--- config.mk ---
export PLATFORM = sky130hd
export DESIGN_NAME = rst_sequencer
export DESIGN_NICKNAME = d
export VERILOG_FILES = /design/src/rtl/rst_sequencer.sv
export SDC_FILE = /design/constraint.sdc
export NUM_CORES = 1
export LEC_CHECK = 0
export ABC_CLOCK_PERIOD_IN_PS = 6300
export CORE_ASPECT_RATIO = 0.5
export CORE_MARGIN = 10
export CORE_UTILIZATION = 30
export CTS_CLUSTER_DIAMETER = 100
export CTS_CLUSTER_SIZE = 30
export DETAILED_ROUTE_END_ITERATION = 10
export GPL_TIMING_DRIVEN = 0
export MAX_ROUTING_LAYER = met4
export PLACE_DENSITY = 0.55
export SYNTH_ARGS = -nofsm -noshare
export SYNTH_HDL_FRONTEND = slang
export SYNTH_SLANG_ARGS = --single-unit
--- constraint.sdc ---
create_clock -name clk -period 6.3 [get_ports clk]
set_clock_uncertainty 0.1 [all_clocks]
set_input_delay 0.63 -clock clk [delete_from_list [all_inputs] [get_ports clk]]
set_output_delay 0.63 -clock clk [all_outputs]
set_load 0.1 [all_outputs]
--- src/rtl/rst_sequencer.sv ---
// Staged reset sequencer: holds three stage resets, then releases bit0, bit1, bit2
// at programmed intervals. Runs automatically after rst and on each software request.
module rst_sequencer #(
    parameter int HOLD_CYCLES = 4,
    parameter int GAP_CYCLES  = 2
) (
    input  logic       clk,
    input  logic       rst,
    input  logic       sw_req_i,
    output logic [2:0] stage_rst_o,
    output logic       busy_o,
    output logic       done_o,
    output logic [7:0] seq_cnt_o
);

    typedef enum logic [1:0] {IDLE, ASSERT, REL0, REL1} state_t;

    // Counter value seen on the edge that completes a phase.
    localparam logic [7:0] HOLD_LAST = 8'(HOLD_CYCLES - 1);
    localparam logic [7:0] GAP_LAST  = 8'(GAP_CYCLES - 1);

    state_t     state;
    logic [7:0] cnt;

    always_ff @(posedge clk) begin
        if (rst) begin
            state       <= ASSERT;
            cnt         <= '0;
            stage_rst_o <= 3'b111;
            busy_o      <= 1'b1;
            done_o      <= 1'b0;
            seq_cnt_o   <= '0;
        end else begin
            done_o <= 1'b0;
            if (sw_req_i) begin
                // A request from any state (re)starts the hold phase from zero.
                state       <= ASSERT;
                cnt         <= '0;
                stage_rst_o <= 3'b111;
                busy_o      <= 1'b1;
            end else begin
                case (state)
                    IDLE: begin
                        stage_rst_o <= 3'b000;
                        busy_o      <= 1'b0;
                    end
                    ASSERT: begin
                        if (cnt == HOLD_LAST) begin
                            state       <= REL0;
                            cnt         <= '0;
                            stage_rst_o <= 3'b110;
                        end else begin
                            cnt <= cnt + 8'd1;
                        end
                    end
                    REL0: begin
                        if (cnt == GAP_LAST) begin
                            state       <= REL1;
                            cnt         <= '0;
                            stage_rst_o <= 3'b100;
                        end else begin
                            cnt <= cnt + 8'd1;
                        end
                    end
                    REL1: begin
                        if (cnt == GAP_LAST) begin
                            state       <= IDLE;
                            cnt         <= '0;
                            stage_rst_o <= 3'b000;
                            busy_o      <= 1'b0;
                            done_o      <= 1'b1;
                            seq_cnt_o   <= seq_cnt_o + 8'd1;
                        end else begin
                            cnt <= cnt + 8'd1;
                        end
                    end
                    default: begin
                        state       <= IDLE;
                        cnt         <= '0;
                        stage_rst_o <= 3'b000;
                        busy_o      <= 1'b0;
                    end
                endcase
            end
        end
    end

endmodule
# --- Yosys cells after proc, flatten, opt, wreduce, memory -nomap -nowiden ---
# Index checks and enable logic that the tools add are counted.
op_classes:
  bitwise: 2
  n_eq_ne: 8
  n_mux: 14
  add_sub_neg: 2
  reduce_logical: 11
ops:
  columns: ["op", "n"]
  rows:
  - ["adder 8 x 1 -> 8 bit (second input constant)", 2]
  - ["two-way mux 8 bit", 2]
  - ["case mux 8 bit (2 select lines)", 1]
  - ["case mux 3 bit (4 select lines)", 1]
  - ["two-way mux 3 bit", 3]
  - ["equality test 8 x 1 -> 1 bit (second input constant)", 1]
  - ["equality test 8 x 2 -> 1 bit (second input constant)", 1]
  - ["two-way mux 2 bit", 3]
  - ["!= test 2 bit (second input constant)", 3]
  - ["case mux 2 bit (3 select lines)", 1]
  - ["AND reduction 3 bit", 2]
  - ["equality test 2 bit (second input constant)", 2]
  - ["AND reduction 4 bit", 1]
  - ["nonzero test 2 bit", 2]
  - ["OR reduction 2 bit", 2]
  - ["nonzero test 3 bit", 1]
  - ["OR reduction 3 bit", 1]
  - ["equality test 2 x 1 -> 1 bit (second input constant)", 1]
  - ["logical NOT 2 bit", 1]
  - ["two-way mux 1 bit", 2]
  - ["inverter 1 bit", 2]
  - ["case mux 1 bit (2 select lines)", 1]
  - ["AND reduction 2 bit", 1]
totals:
  word_cells: 43
  output_inout_bits: 13
  ff_bits: 23

# --- Longest topological paths before layout ---
# Gate-level depths: netlist of the first run.
depth:
  ltp_word: 3
  ltp_mapped: 7

# --- Least setup slack after synthesis of the first run ---
# Ideal clock, no wire load.
synth_timing:
  kind: "reg-to-reg"
  start: "reg seq_cnt_o[0]"
  end: "reg seq_cnt_o[7]"
  slack_ns: 4.109
  stages_incl_launch_ff: 5
  path_buffers: 0
  setup_time_ns: 0.071
  period_less_slack_ns: 2.191
  arrival_ns: 2.021
  cell_sequence: "dfxtp_1 -> and3_1 -> nand3_1 -> or4_1 -> a21oi_1"
synth_via:
  elab_chain_len: 1
synth_rtl:
  columns: ["element", "line", "text"]
  rows:
  - ["start, declared", "13", "output logic [7:0] seq_cnt_o"]
  - ["start signal, assigned", "72", "seq_cnt_o <= seq_cnt_o + 8'd1;"]
  - ["adder 8 x 1 -> 8 bit", "72", null]
# Every way passes these cells.
# A chain may end at the register's enable or synchronous reset.

# --- Worst setup path after layout of the first run ---
layout_timing:
  start: "reg seq_cnt_o[0]"
  end: "out seq_cnt_o[0]"
# No word-level cell between the ends.

==> results of run 1 <==
cells by family after synthesis:
group	share of synthesized area, %
and+or+nand+nor	25.7
DFF	39.8
AOI/OAI and AO/OA	10.7
adders and majority gates	11.9
xor gates and xnor gates	7.57
buffers and inverters	1.73
muxes	2.59
worst paths after layout:
check | from | cells past startpoint | endpoint
max reg2reg | state[0] | 6 | cnt[1]
min | busy_o | 2 | busy_o
max | seq_cnt_o[0] | 1 | seq_cnt_o[0]
min reg2reg | busy_o | 2 | busy_o
per-layer routing:
layer / vias to the layer above / GRT usage [%] / routed length [um] / part of all wire (%)
met2: 14 / 10.8 / 1030 / 44
li1: 484 / - / - / -
met4: 0 / 2.48 / 27 / 1.2
met1: 406 / 8.76 / 1190 / 51
met5: - / - / 0 / 0
met3: 2 / 2.30 / 81 / 3.5
cells in the mapped netlist:
library cell / n
a2111oi_2: 1
a21oi_1: 5
a31o_2: 1
a31oi_1: 1
and3_1: 2
and3b_1: 1
and4b_2: 1
buf_2: 1
clkbuf_1: 1
dfxtp_1: 23
ha_1: 11
inv_1: 3
mux2i_1: 3
nand2_1: 6
nand2b_1: 1
nand3_1: 10
nand4_1: 3
nand4b_1: 2
nor2_1: 17
nor2b_1: 1
nor3_1: 3
nor4_4: 1
o21a_1: 1
o21ai_0: 6
o31a_1: 1
o31ai_1: 3
or3_1: 2
or3b_2: 1
or4_1: 3
xnor2_1: 1
xor2_1: 9
worst reg2reg max path: stages (launching register included):
cell and delay, ps:
dfxtp_1 440, inv_1 130, ha_1 210, nor2_1 230, mux2i_1 120, o31ai_1 800
nor2_1 110
stage by stage:
stage,hold slack (ps),instance area (sq um)
2_1_floorplan,409,1160
3_3_place_gp,350,1370
3_5_place_dp,355,1370
4_1_cts,369,1420
5_1_grt,402,1420
6_report,359,1420
sequential cells by signal, indices dropped and copies added, names as in the netlist:
register and cells:
seq_cnt_o 8, state 2, busy_o 1, cnt 8, done_o 1, stage_rst_o 3
power by group:
part	total, mW	internal, mW	switching (mW)
clock	0.0908	0.0451	0.0457
combinational	0.0182	0.00651	0.0117
sequential	0.149	0.147	0.00194
total	0.258	0.198	0.0593
area by class of cell:
class / instances / area [sq um]
plain buffers: 2 / 8.76
clock buffers: 4 / 45.0
fillers: 363 / 2150
inverters: 3 / 11.3
multi-input cells: 97 / 677
flip-flops and latches: 23 / 460
well taps: 51 / 63.8
repair buffers: 15 / 150
==> results_dict.tcl, run 1 <==
set metrics [dict create \
    grt_max_degree 13 \
    antenna_found_initial 0 \
    yosysSeqAreaShare_pct 39.8 \
    wl_per_cell_um 11.9 \
    crit_family "buffers and inverters" \
    slew_headroom_pct 34.2 \
    worst_slack_ps 3750 \
    rows 15 \
    reg2reg_slack_ps 4020 \
    die-area_sq_um 6890 \
    power_mw 0.258 \
    die_h_um 63.9 \
    final_layout_size_suffix_gt1_share_pct 6.25 \
    clock_latency_ps 260 \
    synth_top_area_cell "dfxtp_1" \
    ios 16 \
    clock_path_buffers 2 \
    post-place-cells 191 \
    start_util_pct 32.5 \
    first_iter_violations 24 \
    dr.pass1.iters 4 \
    setup_viol 0 \
    critPathRequiredTime_ps 5570 \
    cts_root_buf "clkbuf_8" \
    yosys.cell_types.count 31 \
    yosysWarnings 0 \
    die_w_um 108 \
    place_congestion 0.739 \
    synth_top_area_share_pct 39.8 \
    arrival_ps 1820 \
    tightestPinTransition_ps 979 \
    syn_nets 139 \
    finalCritPeriodShare_pct 40.5 \
    hold_buffers 0 \
    cp_max_fo 4 \
    avgSynthCellArea_sq_um 9.26 \
    finalSetupTns_ps 0 \
    fmax_mhz 392 \
    vias 906 \
    worst-path-buf-inv 1 \
    synth.area.top_cells "dfxtp_1 (40%), ha_1 (12%), xor2_1 (6.8%)" \
    vias_per_cell 4.65 \
    grt_first_pass_wirelength_um 3970 \
    crit_slowest_cell "clkdlybuf4s50_1" \
    synth_seq_cells 23 \
    cts_resized 0 \
    drc 0 \
    finalMaxSlewViolations 0 \
    synth_area_sq_um 1160 \
    clkSlewWorstSetupHoldPaths_ps 70 \
    synthCells 125 \
    place_ws_ps 3750 \
    fin_nets 159 \
    cts_setup_buffers 0 \
    cts_tree "built" \
    cap_violations 0 \
    rsz0062_at_grt "no" \
    htree_levels 1 \
    core_sq_um 3570 \
    syn2layout_area_growth_pct 22.4 \
    first_global_vias 878 \
    slowest_delay_ps 1160 \
    setup.worst_path.class "flop to output pin" \
    layout_common_cells "dfxtp_1 (23), nor2_1 (17), clkdlybuf4s50_1 (15)" \
    dpl.hpwl_um 1770 \
    start_kind "flop" \
    hold_viol 0 \
    diodes 0 \
    portBuffers 15 \
    gr-total-overflow 0 \
    critPathCaptureType "output pin" \
    stdcell_count 195 \
    final_util_pct 39.7 \
    mostFrequentLayoutCell "dfxtp_1" \
    cts_made_buffers 3 \
    ir_worst_vdd_mv 0.0489 \
    postRouteAntennaNets 0 \
    path_cells "clkdlybuf4s50_1" \
    clock_sinks 23 \
    status "completed" \
    hp-class "flop to flop" \
    p_per_area_nw_per_um2 182 \
    grtUsageTotal_pct 7.14 \
    finalCriticalPeriod_ps 2550 \
    p_leak_nw 0.556 \
    wirelength_um 2330 \
]
Power figures use the tool's default switching activity.
==> inputs of run 2 (changes only) <==
Settings changed: ABC_CLOCK_PERIOD_IN_PS 6300 to 2620.
Clock period 6.3 ns to 2.62 ns, I/O delays scaled along.
==> results of run 2 <==
Same layout as run 1 (identical final DEF). Status: completed.
Main changes from that run: setup slack after placement 3750 ps -> 341 ps; setup slack after layout 3750 ps -> 343 ps; start point of the critical path seq_cnt_o[0] -> state[0]; end point of the critical path seq_cnt_o[0] -> cnt[1]; register-to-register setup slack 4020 ps -> 340 ps; total power 0.258 mW -> 0.619 mW; worst IR drop on VDD 0.0489 mV -> 0.118 mV
